===== src/rtl/pair_framer_if.sv =====
`default_nettype none
// ============================================================================
//  Module      : pair_framer_if
//  Description : Bus bundle for pair_framer. Carries the serial complex-sample
//                input handshake and the registered (X0, X1) pair output
//                handshake.
//                  master : the side that drives samples and consumes pairs
//                  slave  : the pair_framer itself
//                Signals:
//                  in_valid / in_ready / in_real / in_im    sample input
//                  pair_valid / pair_ready                  pair handshake
//                  X0_Real, X0_Im, X1_Real, X1_Im           pair operands
//                  pair_last                                last pair of frame
//  Revision    : 1.0  initial release
// ============================================================================
interface pair_framer_if #(
    parameter int DATA_W = 16
);
    logic              in_valid;
    logic              in_ready;
    logic [DATA_W-1:0] in_real;
    logic [DATA_W-1:0] in_im;
    logic              pair_valid;
    logic              pair_ready;
    logic [DATA_W-1:0] X0_Real;
    logic [DATA_W-1:0] X0_Im;
    logic [DATA_W-1:0] X1_Real;
    logic [DATA_W-1:0] X1_Im;
    logic              pair_last;

    modport master (
        output in_valid, in_real, in_im, pair_ready,
        input  in_ready, pair_valid, X0_Real, X0_Im, X1_Real, X1_Im, pair_last
    );

    modport slave (
        input  in_valid, in_real, in_im, pair_ready,
        output in_ready, pair_valid, X0_Real, X0_Im, X1_Real, X1_Im, pair_last
    );
endinterface
`default_nettype wire


===== src/rtl/pair_framer.sv =====
`default_nettype none
// ============================================================================
//  Module      : pair_framer
//  Description : Groups a serial stream of complex samples into (X0, X1)
//                pairs for a combinational 2-point butterfly. One staging
//                register holds a pending X0, one pair register holds the
//                presented operands. Pairs are tagged with pair_last on the
//                final pair of each frame of PAIRS_PER_FRAME pairs.
//  Ports       : clk           clock, rising edge
//                rst           synchronous active-high reset
//                bus (slave)   sample input handshake + pair output handshake
//  Options     : PAIR_FRAMER_SCALE_EN - when defined, every component is
//                arithmetic-shifted right by one bit (floor divide by two)
//                on entry to the staging/pair register.
//  Revision    : 1.0  initial release
// ============================================================================
module pair_framer #(
    parameter int DATA_W          = 16,
    parameter int PAIRS_PER_FRAME = 4
) (
    input  wire          clk,
    input  wire          rst,
    pair_framer_if.slave bus
);

    localparam int c_CNT_W = (PAIRS_PER_FRAME > 1) ? $clog2(PAIRS_PER_FRAME) : 1;
    localparam logic [c_CNT_W-1:0] c_LAST = c_CNT_W'(PAIRS_PER_FRAME - 1);

    // State encoding: bit 1 doubles as pair_valid, and only FULL_X0 blocks input.
    localparam logic [1:0] c_EMPTY   = 2'b00;
    localparam logic [1:0] c_HAVE_X0 = 2'b01;
    localparam logic [1:0] c_FULL    = 2'b10;
    localparam logic [1:0] c_FULL_X0 = 2'b11;

    logic [1:0]         r_state;
    logic [DATA_W-1:0]  r_stage_re;
    logic [DATA_W-1:0]  r_stage_im;
    logic [DATA_W-1:0]  r_x0_re;
    logic [DATA_W-1:0]  r_x0_im;
    logic [DATA_W-1:0]  r_x1_re;
    logic [DATA_W-1:0]  r_x1_im;
    logic [c_CNT_W-1:0] r_cnt;

    logic               w_in_ready;
    logic               w_pair_valid;
    logic               w_accept;
    logic               w_handshake;
    logic [DATA_W-1:0]  w_in_re;
    logic [DATA_W-1:0]  w_in_im;

    // Optional 1-bit headroom guard; sign-replicating shift rounds toward -inf.
    function automatic logic [DATA_W-1:0] f_scale(input logic [DATA_W-1:0] v);
`ifdef PAIR_FRAMER_SCALE_EN
        return {v[DATA_W-1], v[DATA_W-1:1]};
`else
        return v;
`endif
    endfunction

    // Handshake outputs decode from the state register only.
    assign w_in_ready   = (r_state != c_FULL_X0);
    assign w_pair_valid = r_state[1];
    assign w_accept     = bus.in_valid & w_in_ready;
    assign w_handshake  = w_pair_valid & bus.pair_ready;
    assign w_in_re      = f_scale(bus.in_real);
    assign w_in_im      = f_scale(bus.in_im);

    always_ff @(posedge clk) begin
        if (rst) begin
            r_state    <= c_EMPTY;
            r_stage_re <= '0;
            r_stage_im <= '0;
            r_x0_re    <= '0;
            r_x0_im    <= '0;
            r_x1_re    <= '0;
            r_x1_im    <= '0;
            r_cnt      <= '0;
        end else begin
            if (w_handshake) begin
                r_cnt <= (r_cnt == c_LAST) ? '0 : r_cnt + 1'b1;
            end

            case (r_state)
                c_EMPTY: begin
                    if (w_accept) begin
                        r_stage_re <= w_in_re;
                        r_stage_im <= w_in_im;
                        r_state    <= c_HAVE_X0;
                    end
                end
                c_HAVE_X0: begin
                    if (w_accept) begin
                        r_x0_re <= r_stage_re;
                        r_x0_im <= r_stage_im;
                        r_x1_re <= w_in_re;
                        r_x1_im <= w_in_im;
                        r_state <= c_FULL;
                    end
                end
                c_FULL: begin
                    // Any accepted sample here is the X0 of the next pair.
                    if (w_accept) begin
                        r_stage_re <= w_in_re;
                        r_stage_im <= w_in_im;
                    end
                    case ({w_handshake, w_accept})
                        2'b11:   r_state <= c_HAVE_X0;
                        2'b10:   r_state <= c_EMPTY;
                        2'b01:   r_state <= c_FULL_X0;
                        default: r_state <= c_FULL;
                    endcase
                end
                default: begin // c_FULL_X0: staged X0 is kept across the handshake
                    if (w_handshake) begin
                        r_state <= c_HAVE_X0;
                    end
                end
            endcase
        end
    end

    assign bus.in_ready   = w_in_ready;
    assign bus.pair_valid = w_pair_valid;
    assign bus.X0_Real    = r_x0_re;
    assign bus.X0_Im      = r_x0_im;
    assign bus.X1_Real    = r_x1_re;
    assign bus.X1_Im      = r_x1_im;
    // The counter only moves on a handshake, so this stays stable while presented.
    assign bus.pair_last  = (r_cnt == c_LAST);

endmodule
`default_nettype wire

===== src/flat_wrapper.sv =====
// flat-port wrapper written by rule: the top's interface ports become plain ports
module pair_framer_flat 
#(
    parameter int DATA_W          = 16,
    parameter int PAIRS_PER_FRAME = 4
)
  (clk, rst, bus_in_valid, bus_in_real, bus_in_im, bus_pair_ready, bus_in_ready, bus_pair_valid, bus_X0_Real, bus_X0_Im, bus_X1_Real, bus_X1_Im, bus_pair_last);
  pair_framer_if #(.DATA_W(DATA_W)) bus_i ();
  input  wire clk;
  input  wire rst;
  input wire logic [$bits(bus_i.in_valid)-1:0] bus_in_valid;
  input wire logic [$bits(bus_i.in_real)-1:0] bus_in_real;
  input wire logic [$bits(bus_i.in_im)-1:0] bus_in_im;
  input wire logic [$bits(bus_i.pair_ready)-1:0] bus_pair_ready;
  output wire logic [$bits(bus_i.in_ready)-1:0] bus_in_ready;
  output wire logic [$bits(bus_i.pair_valid)-1:0] bus_pair_valid;
  output wire logic [$bits(bus_i.X0_Real)-1:0] bus_X0_Real;
  output wire logic [$bits(bus_i.X0_Im)-1:0] bus_X0_Im;
  output wire logic [$bits(bus_i.X1_Real)-1:0] bus_X1_Real;
  output wire logic [$bits(bus_i.X1_Im)-1:0] bus_X1_Im;
  output wire logic [$bits(bus_i.pair_last)-1:0] bus_pair_last;
  assign bus_i.in_valid = bus_in_valid;
  assign bus_i.in_real = bus_in_real;
  assign bus_i.in_im = bus_in_im;
  assign bus_i.pair_ready = bus_pair_ready;
  assign bus_in_ready = bus_i.in_ready;
  assign bus_pair_valid = bus_i.pair_valid;
  assign bus_X0_Real = bus_i.X0_Real;
  assign bus_X0_Im = bus_i.X0_Im;
  assign bus_X1_Real = bus_i.X1_Real;
  assign bus_X1_Im = bus_i.X1_Im;
  assign bus_pair_last = bus_i.pair_last;
  pair_framer #(.DATA_W(DATA_W), .PAIRS_PER_FRAME(PAIRS_PER_FRAME)) u_core (.clk(clk), .rst(rst), .bus(bus_i));
endmodule

===== config.mk =====
export PLATFORM = sky130hd
export DESIGN_NAME = pair_framer_flat
export DESIGN_NICKNAME = d
export VERILOG_FILES = /design/src/rtl/pair_framer_if.sv /design/src/rtl/pair_framer.sv /design/src/flat_wrapper.sv
export SDC_FILE = /design/constraint.sdc
export NUM_CORES = 1
export LEC_CHECK = 0
export ABC_AREA = 1
export ABC_CLOCK_PERIOD_IN_PS = 1600
export CAP_MARGIN = 20
export CORE_MARGIN = 2
export CORE_UTILIZATION = 45
export DETAILED_ROUTE_END_ITERATION = 10
export GPL_ROUTABILITY_DRIVEN = 0
export PLACE_DENSITY = 0.76
export SLEW_MARGIN = 5
export SYNTH_ARGS = -nofsm -noshare
export SYNTH_HDL_FRONTEND = slang
export SYNTH_SLANG_ARGS = --single-unit

===== constraint.sdc =====
create_clock -name clk -period 1.6 [get_ports clk]
set_clock_uncertainty 0.05 [all_clocks]
set_input_delay 0.32 -clock clk [delete_from_list [all_inputs] [get_ports clk]]
set_output_delay 0.32 -clock clk [all_outputs]
set_load 0.01 [all_outputs]

==> results.json <==
{
  "firstDrtPassIters": 5,
  "critPathSlowestCell": "dfxtp_2",
  "drt_iter0_drc": 244,
  "crit_path_end_kind": "flip-flop",
  "start_util_pct": 45.95,
  "fin_setup_tns_ns": 0,
  "core_area_sq_um": 8093,
  "overflow": 0,
  "hold_start": "rst",
  "syn_avg_cell_area_sq_um": 7.997,
  "p_per_area_nw_per_um2": 1441,
  "post_drt_wl_per_cell_um": 14.55,
  "antenna_found_initial": 0,
  "worst_pin_slew_ns": 0.3035,
  "reg2reg_to": "u_core.bus.X1_Real[4]",
  "antenna_cells": 0,
  "path_buf_inv": 3,
  "hold_viol_final": 0,
  "slew_viol_final": 0,
  "power.share.clock_pct": 22.1,
  "synth_top_cell_by_area": "dfxtp_1",
  "detail-route-antenna-nets": 0,
  "reg2reg_setup_slack_ns": 0.09,
  "postLayoutCellArea_sq_um": 4990,
  "cts_buffer_depth": 2,
  "worst_ep_arrival_time_ns": 1.70,
  "syn_inst": 465,
  "grt_pass1_vias": 3333,
  "die_x_um": 94.91,
  "clockRootBuffer": "clkbuf_8",
  "internal_power_uw": 4613,
  "synth.most_common_cell": "dfxtp_1",
  "p_leak_uw": 0.002155,
  "p_sw_uw": 2578,
  "h-tree-depth": 3,
  "irDropWorstVdd_v": 0.001474,
  "drc": 0,
  "cts_inserted_buffers": 9,
  "preCtsSetupSlack_ns": -0.08349,
  "ff2ff_path_depth": 8,
  "switching_share_pct": 35.85,
  "synth.top_cell.area_share_pct": 53.84,
  "p_seq_share_pct": 43.8,
  "setup_slack_ns": 0.09058,
  "cts.sinks": 100,
  "synth_area_leaders": "dfxtp_1 (54%), nand3_1 (9.2%), a21oi_1 (9.0%)",
  "cts_setup_buffers": 0,
  "comb_power_share_pct": 34.1,
  "path_max_fanout": 26,
  "via_count": 3527,
  "setup_viol": 0,
  "nets": 597,
  "hold-path-endpoint": "u_core.r_stage_re[4]",
  "ys.flop_type": "dfxtp_1",
  "rsz0062_at_grt": "yes",
  "grt_pass1_wl_um": 15610,
  "area.growth.synth_to_final_pct": 34.19,
  "drive_gt1_share_pct": 7.487,
  "worstSetupPathType": "flip-flop to flip-flop",
  "synth_nets": 506,
  "grt_usage_pct": 21.81,
  "place_area_sq_um": 4858,
  "via_per_inst": 5.296,
  "r2r_start": "u_core.r_state[1]",
  "synthArstFlopShare_pct": 0,
  "hold_path_depth": 4,
  "dp_hpwl_um": 6206,
  "yosys_register_bits": 100,
  "clk_latency_ns": 0.36,
  "io_buffers": 102,
  "die_h_um": 94.91,
  "status": "complete, no violations",
  "die_area_sq_um": 9007,
  "worst_path_largest_cell_delay_ns": 0.36,
  "synth_cell_types": 20,
  "yosys_warnings": 0,
  "synth-edff-count": 0,
  "finalCritPeriodShare_pct": 94.34,
  "synth_common_cells": "dfxtp_1 (100), nand2_1 (71), nor2_1 (70)",
  "cp.depth": 8,
  "synth_area_sq_um": 3719,
  "hold_class": "primary input to flip-flop",
  "wirelength_um": 9691,
  "cts_tree": "done",
  "grt_start_max_net_pins": 67,
  "crit_path_start_kind": "flip-flop",
  "slew_headroom_pct": 79.74,
  "final.min_clock_period_ns": 1.509,
  "max_freq_ghz": 0.6625,
  "required_ns": 1.79,
  "path_cells": "ha_1 -> inv_2 -> nand2_2 -> inv_2 -> nand2_2 -> clkbuf_16 -> nand2_1 -> a21oi_1",
  "num_rows": 33,
  "cp_top_family": "buffers and inverters",
  "ys_seq_area_share_pct": 53.84,
  "path_clk_slew_ns": 0.10,
  "ios": 103,
  "drv_cap": 0
}
cells in the final DEF, fill, tap and decap left out, types with 5 or more instances in the layout:
cell / count
clkdlybuf4s50_1: 34
nand2_1: 71
inv_1: 5
nand3_1: 68
clkbuf_8: 9
buf_4: 5
nor2_1: 70
dlygate4sd2_1: 65
o21ai_1: 5
dfxtp_1: 98
buf_12: 8
a21oi_1: 67
o21ai_0: 28
flip-flops by register name (all words and copies together), names as in the netlist:
name / count
u_core.bus.X0_Im: 16
u_core.bus.X0_Real: 16
u_core.bus.X1_Im: 16
u_core.bus.X1_Real: 16
u_core.r_stage_im: 16
u_core.r_stage_re: 16
u_core.r_cnt: 2
u_core.r_state: 2
stage by stage:
step,hold WS (ns),util (%),cells,power [uW]
floorplan,0.3942,-,465,4740
global route,0.3885,61.66,666,7660
global placement,0.3985,60.03,649,5638
finish,0.3952,61.66,666,7190
detailed placement,0.4060,60.03,649,5716
CTS,0.3733,61.38,665,7155
worst max path at each step:
stage,start,to,slack [ns]
global route,u_core.r_state[1],u_core.bus.X0_Real[8],-0.004
CTS,u_core.r_state[1],bus_in_ready,0.008
global placement,bus_in_valid,u_core.r_stage_re[7],-0.06
floorplan,u_core.r_state[1],u_core.r_state[0],0.14
finish,u_core.r_state[1],u_core.bus.X1_Real[4],0.09
detailed placement,bus_in_valid,u_core.r_stage_re[7],-0.08
power by group through the flow:
| stage | registers, uW | logic [uW] | clock network [uW] |
|---|---|---|---|
| floorplan | 3240 | 1500 | 0 |
| global placement | 3190 | 2450 | 0 |
| detailed placement | 3200 | 2510 | 0 |
| CTS | 3140 | 2400 | 1610 |
| global route | 3200 | 2730 | 1730 |
| finish | 3150 | 2450 | 1590 |
area by class of cell:
| cell class | instances | area (sq um) |
|---|---|---|
| clock inverters | 6 | 62.56 |
| flip-flops and latches | 100 | 2004 |
| well taps | 105 | 131.4 |
| repair buffers | 116 | 1152 |
| fillers | 746 | 3103 |
| clock buffers | 10 | 127.6 |
| multi-input cells | 320 | 1478 |
| inverters | 9 | 33.78 |
cells by family after synthesis:
group	count (synthesis)	share of synthesized area, %
buffers and inverters	45	6.494
and+or+nand+nor	212	23.86
AOI/OAI and AO/OA	103	14.13
adders and majority gates	5	1.682
DFF	100	53.84
worst reg2reg max path, cell delays in order (launching register included):
cell and delay, ns:
dfxtp_2 0.36, ha_1 0.20, inv_2 0.06, nand2_2 0.07, inv_2 0.15, nand2_2 0.14
clkbuf_16 0.23, nand2_1 0.08, a21oi_1 0.05
routing by layer:
| metal | global-route usage, % | share of wire [%] | up-vias |
|---|---|---|---|
| li1 | - | - | 1730 |
| met1 | 28.22 | 43 | 1674 |
| met2 | 35.70 | 49 | 117 |
| met3 | 6.784 | 7.0 | 6 |
| met4 | 5.072 | 0.65 | 0 |
| met5 | 0 | 0 | - |
what timing repair did:
item | in CTS | in global routing
setup endpoints to repair | 67 | 5
cloned | 0 | 1
hold buffers | 0 | 0
resized for setup | 69 | 4
Power figures use the tool's default switching activity.
